--- config.mk ---
export PLATFORM = sky130hd
export DESIGN_NAME = tl_phase_ctrl
export DESIGN_NICKNAME = d
export VERILOG_FILES = /design/src/rtl/tl_pkg.sv /design/src/rtl/tl_phase_timer.sv /design/src/rtl/tl_phase_ctrl.sv
export SDC_FILE = /design/constraint.sdc
export NUM_CORES = 1
export LEC_CHECK = 0
export ABC_AREA = 1
export CORE_MARGIN = 2
export CORE_UTILIZATION = 30
export CTS_CLUSTER_SIZE = 20
export DETAILED_ROUTE_END_ITERATION = 6
export GPL_ROUTABILITY_DRIVEN = 0
export PLACE_DENSITY = 0.53
export SLEW_MARGIN = 20
export SYNTH_ARGS = -nofsm -noshare
export SYNTH_HDL_FRONTEND = slang
export SYNTH_SLANG_ARGS = --single-unit
--- constraint.sdc ---
create_clock -name clk -period 2.3 [get_ports clk]
set_input_delay 0.23 -clock clk [delete_from_list [all_inputs] [get_ports clk]]
set_output_delay 0.23 -clock clk [all_outputs]
set_load 0.05 [all_outputs]
--- src/rtl/tl_pkg.sv ---
// tl_pkg: phase codes and light encodings shared by the traffic-light phase controller.
// Build option: define TL_ALL_RED_EN to add the all-red clearance phases AR1 and AR2.
package tl_pkg;

    // Phase codes, also exported on the debug state port.
    // Codes 4 and 5 exist only when the all-red feature is built in.
    typedef enum logic [2:0] {
        HG = 3'd0,
        HY = 3'd1,
        FG = 3'd2,
        FY = 3'd3
`ifdef TL_ALL_RED_EN
        ,
        AR1 = 3'd4,
        AR2 = 3'd5
`endif
    } phase_t;

    // Light head encodings; 2'b11 is never driven.
    localparam logic [1:0] LT_RED = 2'b00;
    localparam logic [1:0] LT_YEL = 2'b01;
    localparam logic [1:0] LT_GRN = 2'b10;

endpackage

--- src/rtl/tl_phase_timer.sv ---
// tl_phase_timer: counts cycles spent in the current phase.
// The count clears when the controller signals a phase change and saturates at all-ones,
// so a phase that dwells for a long time never wraps back to small values.
module tl_phase_timer #(
    parameter int CW = 5
) (
    input  logic          clk,
    input  logic          rst_n,
    input  logic          clr,
    output logic [CW-1:0] timer
);

    localparam logic [CW-1:0] TIMER_MAX = {CW{1'b1}};

    // Clear on phase change, otherwise count up and hold at the maximum value.
    always_ff @(posedge clk or negedge rst_n) begin
        if (!rst_n) begin
            timer <= '0;
        end else if (clr) begin
            timer <= '0;
        end else if (timer != TIMER_MAX) begin
            timer <= timer + CW'(1);
        end
    end

endmodule

--- src/rtl/tl_phase_ctrl.sv ---
// tl_phase_ctrl: phase FSM for the highway/farm-road intersection.
// Sequences HG -> HY -> FG -> FY -> HG using a phase timer that clears on every phase change,
// and pulses st for the first cycle of each newly entered phase.
// Build option: TL_ALL_RED_EN inserts AR1 (after HY) and AR2 (after FY), both heads red.
module tl_phase_ctrl
    import tl_pkg::*;
#(
    parameter int T_LONG  = 30,
    parameter int T_SHORT = 15,
    parameter int T_YEL   = 5,
    parameter int T_AR    = 2,
    parameter int CW      = 5
) (
    input  logic          clk,
    input  logic          rst_n,
    input  logic          farm_car,
    output logic [1:0]    hw_light,
    output logic [1:0]    farm_light,
    output logic          st,
    output logic [2:0]    state,
    output logic [CW-1:0] timer
);

    // Timer value seen during the last cycle of each bounded phase.
    localparam logic [CW-1:0] LONG_LAST  = CW'(T_LONG - 1);
    localparam logic [CW-1:0] SHORT_LAST = CW'(T_SHORT - 1);
    localparam logic [CW-1:0] YEL_LAST   = CW'(T_YEL - 1);
`ifdef TL_ALL_RED_EN
    localparam logic [CW-1:0] AR_LAST    = CW'(T_AR - 1);
`endif

    logic [2:0] state_q;
    logic [2:0] state_d;
    logic       st_q;
    logic       phase_change;
    logic       to_long;
    logic       to_short;
    logic       to_yel;
`ifdef TL_ALL_RED_EN
    logic       to_ar;
`endif

    // Timeouts come straight from the registered timer; HG uses >= because the timer may
    // have saturated while no farm vehicle was waiting.
    assign to_long  = (timer >= LONG_LAST);
    assign to_short = (timer == SHORT_LAST);
    assign to_yel   = (timer == YEL_LAST);
`ifdef TL_ALL_RED_EN
    assign to_ar    = (timer == AR_LAST);
`endif

    tl_phase_timer #(
        .CW(CW)
    ) u_timer (
        .clk   (clk),
        .rst_n (rst_n),
        .clr   (phase_change),
        .timer (timer)
    );

    // Phase register plus the strobe that marks the first cycle of a new phase.
    always_ff @(posedge clk or negedge rst_n) begin
        if (!rst_n) begin
            state_q <= HG;
            st_q    <= 1'b0;
        end else begin
            state_q <= state_d;
            st_q    <= phase_change;
        end
    end

    // Next-phase selection; farm_car only matters in HG and FG, illegal codes recover via HY.
    always_comb begin
        state_d = state_q;
        case (state_q)
            HG: begin
                if (to_long && farm_car) begin
                    state_d = HY;
                end
            end
            HY: begin
                if (to_yel) begin
`ifdef TL_ALL_RED_EN
                    state_d = AR1;
`else
                    state_d = FG;
`endif
                end
            end
            FG: begin
                if (to_short || !farm_car) begin
                    state_d = FY;
                end
            end
            FY: begin
                if (to_yel) begin
`ifdef TL_ALL_RED_EN
                    state_d = AR2;
`else
                    state_d = HG;
`endif
                end
            end
`ifdef TL_ALL_RED_EN
            AR1: begin
                if (to_ar) begin
                    state_d = FG;
                end
            end
            AR2: begin
                if (to_ar) begin
                    state_d = HG;
                end
            end
`endif
            default: begin
                state_d = HY;
            end
        endcase
        phase_change = (state_d != state_q);
    end

    // Light heads decode directly from the phase register; unknown codes show highway yellow.
    always_comb begin
        hw_light   = LT_RED;
        farm_light = LT_RED;
        case (state_q)
            HG: hw_light   = LT_GRN;
            HY: hw_light   = LT_YEL;
            FG: farm_light = LT_GRN;
            FY: farm_light = LT_YEL;
`ifdef TL_ALL_RED_EN
            AR1, AR2: begin
                hw_light   = LT_RED;
                farm_light = LT_RED;
            end
`endif
            default: hw_light = LT_YEL;
        endcase
    end

    assign state = state_q;
    assign st    = st_q;

endmodule

==> flow_results.org, run 1 <==
** Outcome
- The flow ran to the end, and the final reports show no timing, DRC or antenna violations.

** Timing
- Maximum clock rate :: 0.487 GHz
- The worst path needs 2.05 ns of the cycle, external delays included.
- Final setup violating endpoints :: 0
- For the pin with the worst max-slew slack, the measured transition is 0.498 ns.
- Final period util :: 89.2%
- Setup Total Neg Slack :: 0 ns
- Number of hold violations in the final report :: 0
- Between clock sinks in the finished design, the worst skew comes to 0.00305 ns.
- Setup repair after global routing left no endpoint under its margin.
- Slew margin rel. :: 66.7%
- The final count of pins violating max slew was 0.

** Drt
- Count of vias placed by the detailed router :: 456
- Number of vias per cell :: 4.15
- Before antenna repair, the detailed router went through 2 iterations.
- After detailed routing, the average wire length per cell comes to 9.77 um.
- Drc violations :: 0
- The final layout contains routed wiring with a total length of 1080 um.
- Violation count after the first detailed-routing iteration :: 2
- Remaining antenna violation count :: 0

** Floorplanning
- Once the floorplan was initialized, standard cells occupied 32.2% of the core.
- Placeable core area :: 1750 um2
- Number of placement rows :: 15
- The floorplan step set the die height to 47.3 um.
- Ports placed on the boundary :: 16
- The die covers 2230 um2.
- Die Width :: 47.3 um

** Yosys
- During synthesis, Yosys emitted a total of 0 warnings.
- The commonest cells after synthesis are 14 x nand2_1, 11 x nor2_1, 10 x inv_1.
- Cells after synthesis :: 67
- Counting every net in the synthesized netlist gives 75.
- The synthesized design contains 9 register bits.
- Sequential element share of the synthesized area :: 40.1%
- Leading area contributor after synthesis :: dfrtp_1
- The cell area that synthesis handed to floorplanning was 562 um2.
- nand2_1 is the most common cell in the netlist.
- Counting flops with a built-in enable in the synthesized netlist gives 0.
- Number of distinct standard cells referenced by the synthesized netlist :: 20
- A synthesized cell averages 8.38 um2.
- Fraction of registers with async set/reset :: 100%
- For this run, the leading register cell type out of synthesis is dfrtp_1.
- The top cell type by area accounts for 40.1% of the synthesized area.
- Sorting the synthesized cells by area gives the leading types as dfrtp_1 40%, ha_1 11%, nand2_1 9.4%.

** Placed design
- Once placement completed, the tool counted placed cells totaling 106.
- After legalization and detailed placement, the total HPWL measured 856 um.
- Port Buffer Count :: 15

** Global route
- Antenna violations before repair :: 0
- Sum of overflow across all layers after global routing :: 0
- Wire length of the first global-routing pass :: 1860 um
- The via count of the first global-routing pass was 418.
- Entering global routing, the biggest net connects 10 pins.
- Total routing usage reported by global routing :: 11.8%

** Layout
- The post-route netlist has 12.9% of its cells at a drive strength greater than 1.
- Synth-to-layout area growth :: 35.9%
- Once layout is complete, the cells apart from fillers number 110.
- Nets :: 94
- Number of antenna repair diodes :: 0

** Critical path
- Endpoint class of the critical path :: output port
- WP data arrival :: 1.82 ns
- Data on the critical path is required at its endpoint by 2.07 ns.
- The critical path is of the flip-flop to output port type.
- The worst setup path is launched from a flip-flop.
- Of all nets on the critical path, the largest fanout is 4.
- The slowest stage of the critical path belongs to the cell clkdlybuf4s50_1.
- Traced cell by cell, the critical path runs through inv_1 -> nor2_1 -> inv_1 -> nor2_1 -> clkdlybuf4s50_1.
- The largest single stage delay on the critical path is 0.80 ns.

** Min path
- Class of the tightest hold or removal check :: input port to asynchronous set/reset pin

** Clock tree
- At the later pin of the worst-skew pair, clock insertion delay measures 0.25 ns.
- CTS saw 9 sinks.
- Post-CTS Resized :: 0
- TritonCTS built the clock tree.
- Cell at the root of the clock tree :: clkbuf_4
- Counting the buffers created by CTS gives 3.
- In this run the deepest clock path goes through 2 buffers.
- Post CTS Setup Buffer Count :: 0
- Cts-stage hold buffer count :: 0
- CTS H-tree lvls :: 1
- After clock tree synthesis, the clock-pin slew on the worst setup and hold paths is 0.06 ns.

** Power
- Across the VDD grid, the largest voltage drop is 0.281 mV.
- Cell area power density :: 547 nW/um2
- For this design the static power due to leakage is 0.354 nW.

** Run
- Across the run, the number of max-cap violations was 0.
[sequential cells by signal, indices dropped and copies added (netlist names)]
signal         count
state              3
u_timer.timer      5
st                 1
[layer usage]
| metal | vias to the layer above | GRT usage [%] | routed length, um |
|---|---|---|---|
| met5 | - | 0 | 0 |
| li1 | 237 | - | - |
| met2 | 7 | 17.6 | 522 |
| met1 | 212 | 16.7 | 517 |
| met4 | 0 | 5.00 | 0 |
| met3 | 0 | 2.31 | 36 |
[logic make-up after synthesis]
kind of cell | Yosys count | share of synthesized area (%)
fa+ha+maj | 5 | 11.1
simple gates | 33 | 28.7
compound gates | 2 | 1.78
xor+xnor | 3 | 4.68
other cells | 1 | 0.668
buf+inv | 12 | 9.35
flops | 9 | 40.1
mux | 2 | 3.56
[where the power goes]
| part | leakage, nW | total [mW] | switching, mW | internal (mW) |
|---|---|---|---|---|
| clock | 0.0150 | 0.119 | 0.0519 | 0.0666 |
| combinational | 0.226 | 0.116 | 0.0767 | 0.0395 |
| sequential | 0.113 | 0.183 | 0.0145 | 0.168 |
| total | 0.354 | 0.417 | 0.143 | 0.274 |
[final timing paths]
check | start | endpoint | slack [ns] | cells after the start
min in group clk | state[2]$_DFF_PN0_ | state[0]$_DFF_PN0_ | 0.61 | 2
worst min-delay path | rst_n | u_timer.timer[1]$_DFFE_PN0P_ | 0.27 | 1
worst max register to register | u_timer.timer[0]$_DFFE_PN0P_ | u_timer.timer[3]$_DFFE_PN0P_ | 0.71 | 7
worst max-delay path | state[1]$_DFF_PN0_ | farm_light[1] | 0.25 | 5
worst min register to register | state[2]$_DFF_PN0_ | state[0]$_DFF_PN0_ | 0.61 | 2
max in group asynchronous | rst_n | state[0]$_DFF_PN0_ | 1.74 | 1
[per-stage QoR]
step	setup WS (ns)	area [um2]	total power, mW	hold slack [ns]	util [%]
after floorplan	0.286	567	0.263	-0.0656	-
after detailed placement	0.505	737	0.303	0.561	42.2
after global placement	0.542	737	0.304	0.564	42.2
after global routing	0.0641	763	0.448	0.286	43.7
after CTS	0.220	763	0.428	0.283	43.7
final	0.248	763	0.417	0.273	43.7
[worst max-delay path, delay by kind of cell (launching register included)]
| kind | cells | cell delay, ns |
|---|---|---|
| buffers and inverters | 3 | 0.96 |
| flip-flops | 1 | 0.40 |
| AND/OR/NAND/NOR | 2 | 0.20 |
[final cells by class]
cell class              count  area (um2)
clock buffers               4        26.3
inverters                  11        41.3
well taps                  25        31.3
repair buffers             15         150
fillers                   186         982
flip-flops and latches      9         225
multi-input cells          46         289
[placed cells by master, fill, tap and decap left out]
cell	count
inv_2	1
nand2_2	1
dfrtp_1	9
nand2_4	1
a21oi_1	1
nor2_1	11
mux2i_1	2
nand4_1	1
xor2_1	1
inv_1	10
o21ai_0	1
nand3_2	1
nor2_2	2
clkdlybuf4s50_1	15
xnor2_1	2
nor3_2	1
nor3_4	1
ha_1	5
nand2_1	14
conb_1	1
clkbuf_4	3
clkbuf_1	1
No activity file was read; power rests on OpenSTA's default activity.
==> inputs of run 2 (changes only) <==
--- a/config.mk
+++ b/config.mk
@@ -6,13 +6,13 @@
 export NUM_CORES = 1
 export LEC_CHECK = 0
 export ABC_AREA = 1
+export CORE_ASPECT_RATIO = 0.8
 export CORE_MARGIN = 2
 export CORE_UTILIZATION = 30
 export CTS_CLUSTER_SIZE = 20
 export DETAILED_ROUTE_END_ITERATION = 6
 export GPL_ROUTABILITY_DRIVEN = 0
 export PLACE_DENSITY = 0.53
-export SLEW_MARGIN = 20
 export SYNTH_ARGS = -nofsm -noshare
 export SYNTH_HDL_FRONTEND = slang
 export SYNTH_SLANG_ARGS = --single-unit
==> flow_results.org, run 2 (same netlist as run 1, synthesis figures left out) <==
** Timing
- Final period util :: 89.4% (+0.15 points)
- The normalized max-slew margin is 66.4% (-0.27 points).
- Setup repair after global routing left no endpoint under its margin.
- Setup Total Neg Slack :: 0 ns (unchanged)
- Number of max-slew violations in the final report :: 0 (unchanged)
- The final critical delay including setup and external delays came to 2.06 ns (+0.00353 ns).
- Worst slack on hold paths :: 0.279 ns (+0.00578 ns)
- The least setup slack across all paths after layout was 0.244 ns (-0.00353 ns).
- The total setup violations reported at the end of the flow is 0 (unchanged).
- The setup clock skew after layout is 0.00104 ns (-0.00201 ns).
- The number of endpoints with negative hold slack in the final report was 0 (unchanged).
- Least-Margin Pin Slew :: 0.502 ns (+0.00400 ns)
- Maximum clock rate :: 0.486 GHz (-0.17%)

** Drt
- Drc violations :: 0 (unchanged)
- Final Routed Wirelength :: 1090 um (+1.0%)
- Remaining antenna violation count :: 0 (unchanged)
- The detailed-route wire length per cell is 10.1 um (+3.9%).
- The number of vias per cell is 4.14 (-0.13%).
- Drt pass-1 iters :: 2 (unchanged)
- The number of violations reported at the end of detailed-routing iteration 0 is 4 (+2).
- The via total after detailed routing is 443 (-2.9%).

** Clock tree
- The number of buffers inserted by post-CTS setup repair is 0 (unchanged).
- Clk Latency, worst-skew pair :: 0.25 ns (about the same)
- The H-tree depth was 1 (unchanged).
- Clock slew at reported path FFs :: 0.06 ns (about the same)
- Cts-stage hold buffer count :: 0 (unchanged)
- The total clock sinks is 9 (unchanged).
- Post-CTS Resized :: 0 (unchanged)
- Cell at the root of the clock tree :: clkbuf_4
- TritonCTS built the clock tree.
- Clock tree buffer depth :: 2 (unchanged)
- Clock buffers created by TritonCTS :: 3 (unchanged)

** Power
- The clock network fraction of design power was 28.5% (about the same).
- Cell area power density :: 553 nW/um2 (+1.2%)
- The total power of the final layout was 0.420 mW (+0.72%).
- The fraction of power spent switching nets was 34.6% (+0.35 points).
- The largest voltage drop on the vdd net was 0.290 mV (+3.4%).
- Standby leakage power :: 0.354 nW (unchanged)
- The total internal power is 0.275 mW (+0.19%).
- The share of power burned in combinational logic came to 28.1% (+0.2 points).
- The power spent charging and discharging nets came to 0.146 mW (+1.7%).
- The part of the total power dissipated in sequential elements is 43.4% (-0.3 points).

** Layout
- Fraction of final layout cells sized beyond drive strength 1 :: 12.9% (unchanged)
- Commonest cells after routing, fill and taps aside :: 15 x clkdlybuf4s50_1, 14 x nand2_1, 11 x nor2_1
- Leaving out fill and tap cells, the most frequent cell in the layout is clkdlybuf4s50_1.
- Number of antenna repair diodes :: 0 (unchanged)
- Nets :: 94 (unchanged)
- Max FFs per register :: 5 (unchanged)
- Register name with the most flops :: u_timer.timer
- The area growth from synthesis to layout is 35.2%.

** Placed design
- Dpl hpwl :: 856 um (about the same)
- The pre-CTS worst setup slack came to 0.509 ns (+0.00423 ns).
- Port Buffer Count :: 15 (unchanged)

** Floorplanning
- The die area was 2240 um2 (about the same).
- Y dimension of the die :: 42.7 um (-9.7%)
- The horizontal die dimension came to 52.4 um (+11%).
- The core area is 1690 um2 (-3.1%).
- The effective utilization at floorplan is 33.2% (+1.0 points).
- Number of placement rows :: 13 (-2)
- The I/O pin count came to 16 (unchanged).

** Global route
- The largest net degree at the start of global routing is 10 (unchanged).
- The number of antenna violations at the first check in global routing came to 0 (unchanged).
- The via count of the first global-routing pass came to 405 (-3.1%).
- The total routing usage reported by global routing was 11.0% (-0.79 points).
- The global-route wire length before repair is 1790 um (-3.3%).
- Sum of overflow across all layers after global routing :: 0 (unchanged)

** Critical path
- The worst reg-to-reg path cell count is 7 (unchanged).
- Critical path's largest stage delay :: 0.80 ns (about the same)
- Largest fanout of any net on the critical path :: 4 (unchanged)
- The cell family contributing the most delay on the critical path is buffers and inverters.
- Slowest cell on crit path :: clkdlybuf4s50_1
- The worst setup path is captured at an output port.
- CP Data Required Time :: 2.07 ns (about the same)
- Buffering stage count on the worst path with inverters included :: 3 (unchanged)
- Critical Path, Cell by Cell :: inv_1 -> nor2_1 -> inv_1 -> nor2_1 -> clkdlybuf4s50_1
- Type of the setup path with the least slack :: flip-flop to output port
- The data arrival time of the critical path is 1.83 ns (about the same).
- The worst setup path is launched from a flip-flop.
- Critical path depth :: 5 (unchanged)

** Outcome
- The run finished with clean final reports.

** Min path
- Class of the tightest hold or removal check :: input port to asynchronous set/reset pin

** Run
- Max Cap Violations :: 0 (unchanged)
## run 2: cell counts in the layout (fill, tap and decap cells not counted)
Identical to the previous run, type by type.
## run 2: layer usage
metal  GRT usage (%)  share of wire (%)  up-vias
met5               0                  0        -
met4            7.69                1.7        0
met3            2.11                3.5        2
met2            14.2                 42        8
met1            16.2                 53      198
li1                -                  -      235
## run 2: path summary, 6_finish.rpt
check / to / from / slack (ns)
min in group clk: state[0]$_DFF_PN0_ / state[2]$_DFF_PN0_ / 0.59
max in group asynchronous: state[0]$_DFF_PN0_ / rst_n / 1.72
worst min register to register: state[0]$_DFF_PN0_ / state[2]$_DFF_PN0_ / 0.59
worst max register to register: u_timer.timer[3]$_DFFE_PN0P_ / u_timer.timer[1]$_DFFE_PN0P_ / 0.68
worst min-delay path: u_timer.timer[0]$_DFFE_PN0P_ / rst_n / 0.28
worst max-delay path: farm_light[0] / state[1]$_DFF_PN0_ / 0.24
## run 2: stage by stage
| stage | util (%) | std cells | instance area [um2] |
|---|---|---|---|
| finish | 44.9 | 107 | 759 |
| CTS | 44.9 | 107 | 759 |
| floorplan | - | 67 | 567 |
| global route | 44.9 | 107 | 759 |
| global placement | 43.3 | 103 | 733 |
| detailed placement | 43.3 | 103 | 733 |
## run 2: power groups by stage
stage                     Clock, mW  Combinational, mW  Sequential, mW
after floorplan                   0             0.0449           0.218
after global placement            0              0.119           0.185
after detailed placement          0              0.119           0.185
after CTS                     0.126              0.119           0.182
after global routing          0.134              0.127           0.184
final                         0.120              0.118           0.182
## run 2: cell type report
class	count	area (um2)
Multi-Input combinational cell	46	289
Sequential cell	9	225
Timing Repair Buffer	15	150
Tap cell	22	27.5
Inverter	11	41.3
Clock buffer	4	26.3
Fill cell	181	932
==> inputs of run 3 (changes only) <==
--- a/config.mk
+++ b/config.mk
@@ -6,6 +6,7 @@
 export NUM_CORES = 1
 export LEC_CHECK = 0
 export ABC_AREA = 1
+export ABC_CLOCK_PERIOD_IN_PS = 2300
 export CORE_ASPECT_RATIO = 0.8
 export CORE_MARGIN = 2
 export CORE_UTILIZATION = 30
==> results of run 3 <==
Same layout as run 2: the final DEF is identical, and so are final timing and power.
==> RTL edit: new RTL, settings of run 2 <==
`CW` is set to 5 in 2 places; all go to 6.
--- a/src/rtl/tl_phase_timer.sv
+++ b/src/rtl/tl_phase_timer.sv
@@ -3,5 +3,5 @@
 // so a phase that dwells for a long time never wraps back to small values.
 module tl_phase_timer #(
-    parameter int CW = 5
+    parameter int CW = 6
 ) (
     input  logic          clk,
--- a/src/rtl/tl_phase_ctrl.sv
+++ b/src/rtl/tl_phase_ctrl.sv
@@ -10,5 +10,5 @@
     parameter int T_YEL   = 5,
     parameter int T_AR    = 2,
-    parameter int CW      = 5
+    parameter int CW      = 6
 ) (
     input  logic          clk,
Ports: changed (resized timer); port bits go from 16 to 17. The function was not compared with the original's and may differ.
==> RTL edit against run 2 <==
  * Synthesized cell count up 19%
  * Sequential cell count up 1
  * Worst setup slack worse by 0.012 ns
  * Area after synthesis up 11%
  * Critical path depth down 1
  * Non-clock buffer count up 1
  * Final area up 10%
  * Sequential share of layout area up 0.20 points
  * Count of clock-buffer cells in the layout down 1
  * Wire length up 26%
Power is not compared: it rests on default switching activity, and its combinational part moved more than twofold at a synthesized area within 25%.
==> RTL edit: results (changes against run 2) <==
- Crit path arrival time: about 1.8 ns
- Hpwl dp: 1069 um (+25%)
- XOR/XNOR Fraction of Synth Area: 1.400% (-3.3 points)
- GRT met2 Usage: 16.90% (+2.7 points)
- Worst reg2reg path endpoint: u_timer.timer[2]$_DFFE_PN0P_
- Uppermost routed layer: met3
- Metal2 WL: 582 um (+28%)
- Slowest cell on the critical path: clkdlybuf4s50_1
- Share of cells above drive strength 1: 11.11% (-1.8 points)
- Worst Tran Pin Value: 0.4979 ns (-0.003828 ns)
- Crit path from: state[0]$_DFF_PN0_
- Netlist cell types: 18 (-10%)
- Pre-CTS WS: 0.4976 ns (-0.01134 ns)
- Worst r2r src: u_timer.timer[0]$_DFFE_PN0P_
- Vias in the first global route: 477 (+18%)
- Total number of vias: 561 (+27%)
- Global-route wire length before repair: 2235 um (+25%)
- First DRT Iteration DRCs: 20 (+16)
- Multiplexer share of the synthesized area: 0% (-3.6 points)
- Met3 Track Usage GR: 6.954% (+4.8 points)
- Worst hold slack: 0.2921 ns (+0.01315 ns)
- Complex-gate fraction of the synthesized area: 12.60% (+11 points)
- Status: completed
- Final-stage net count: 108 (+15%)
- IO buf count: 16 (+1)
- Setup Buffers After CTS: 0 (unchanged)
- Met3 WL: 69 um (+82%)
- Most instantiated cells after synthesis: 15 x inv_1, 14 x nand2_1, 10 x a21oi_1, 10 x dfrtp_1, 6 x nand3_1
- Met1 Usage GRT: 19.92% (+3.8 points)
- Min Tclk post-route: 2.067 ns (+0.01161 ns)
- Largest net degree at the start of global routing: 11 (+1)
- Metal1 wirelength: 712 um (+24%)
- Max FO, Critical Path: 7 (+3)
- CTS resizes: 0 (unchanged)
- FF-to-FF setup slack: 0.78 ns (+0.10 ns)
- Register area share after synthesis: 40.00% (-0.089 points)
- Post-DR wirelength/cell: 11.09 um (+9.3%)
- Most flop-heavy register: u_timer.timer
- Clk_skew: 0.0004461 ns (-0.0005967 ns)
- Number of flip-flops in the largest register: 6 (+1)
- Adder-cell area share of the yosys netlist: 8.000% (-3.1 points)
- Syn_nets: 87 (+16%)
- Top post-synthesis cells by area: dfrtp_1 40%, inv_1 9.0%, nand2_1 8.4%
- R2R cell count: 5 (-2)
- Total GRT Usage: 13.39% (+2.3 points)
- Pre-antenna DRT Iters: 4 (+2)
- Clk root buf: clkbuf_4
- DP Area: 815.8 sq um (+11%)
==> RTL edit: cell types whose count changed after synthesis, sizes merged, moves of 2 or more <==
cell,delta
a21oi,+10
nand3,+7
nor2,-5
inv,+4
o21ai,+3
mux2i,-2
nor3,-2
xnor2,-2
==> RTL edit: cells by family (layout without fill, tap and decap cells) <==
family | count (synthesis) | in the layout
XOR/XNOR | 1 | 1
other | 1 | 1
flip-flops | 10 | 10
AO/OA/AOI/OAI | 15 | 15
AND/OR/NAND/NOR | 34 | 34
buffers and inverters | 15 | 34
adder cells (fa/ha/maj) | 4 | 4
==> RTL edit: metrics by stage <==
step           cells  power (mW)
3_5_place_dp     120      0.4718
3_3_place_gp     120      0.4740
5_1_grt          123      0.6198
4_1_cts          123      0.5873
2_1_floorplan     80      0.3891
6_report         123      0.5764
==> RTL edit: cell type report <==
class / count / area [sq um]
sequential: 10 / 250.2
clock buffer: 3 / 22.52
inverter: 15 / 56.30
timing repair buffer: 16 / 160.2
multi-input combinational: 55 / 319.1
tap: 24 / 30.03
fill: 209 / 1089
==> RTL edit: power by group <==
group	switching (mW)	internal [mW]	leakage (nW)	total, mW
clock	0.0475	0.0597	0.0138	0.107
sequential	0.0278	0.197	0.127	0.225
combinational	0.165	0.0792	0.236	0.244
total	0.241	0.336	0.377	0.576
==> RTL edit: critical path: cells and delay by family (launching register included) <==
family,cells,cell delay [ns]
buffers and inverters,2,0.85
AND/OR/NAND/NOR,2,0.30
flip-flops,1,0.45
==> RTL edit: worst max path at each step <==
stage                                to  cells past startpoint
after detailed placement    hw_light[1]                      4
after floorplan             hw_light[0]                      2
after CTS                   hw_light[1]                      4
after global placement      hw_light[1]                      4
final                       hw_light[1]                      4
after global routing      farm_light[1]                      4
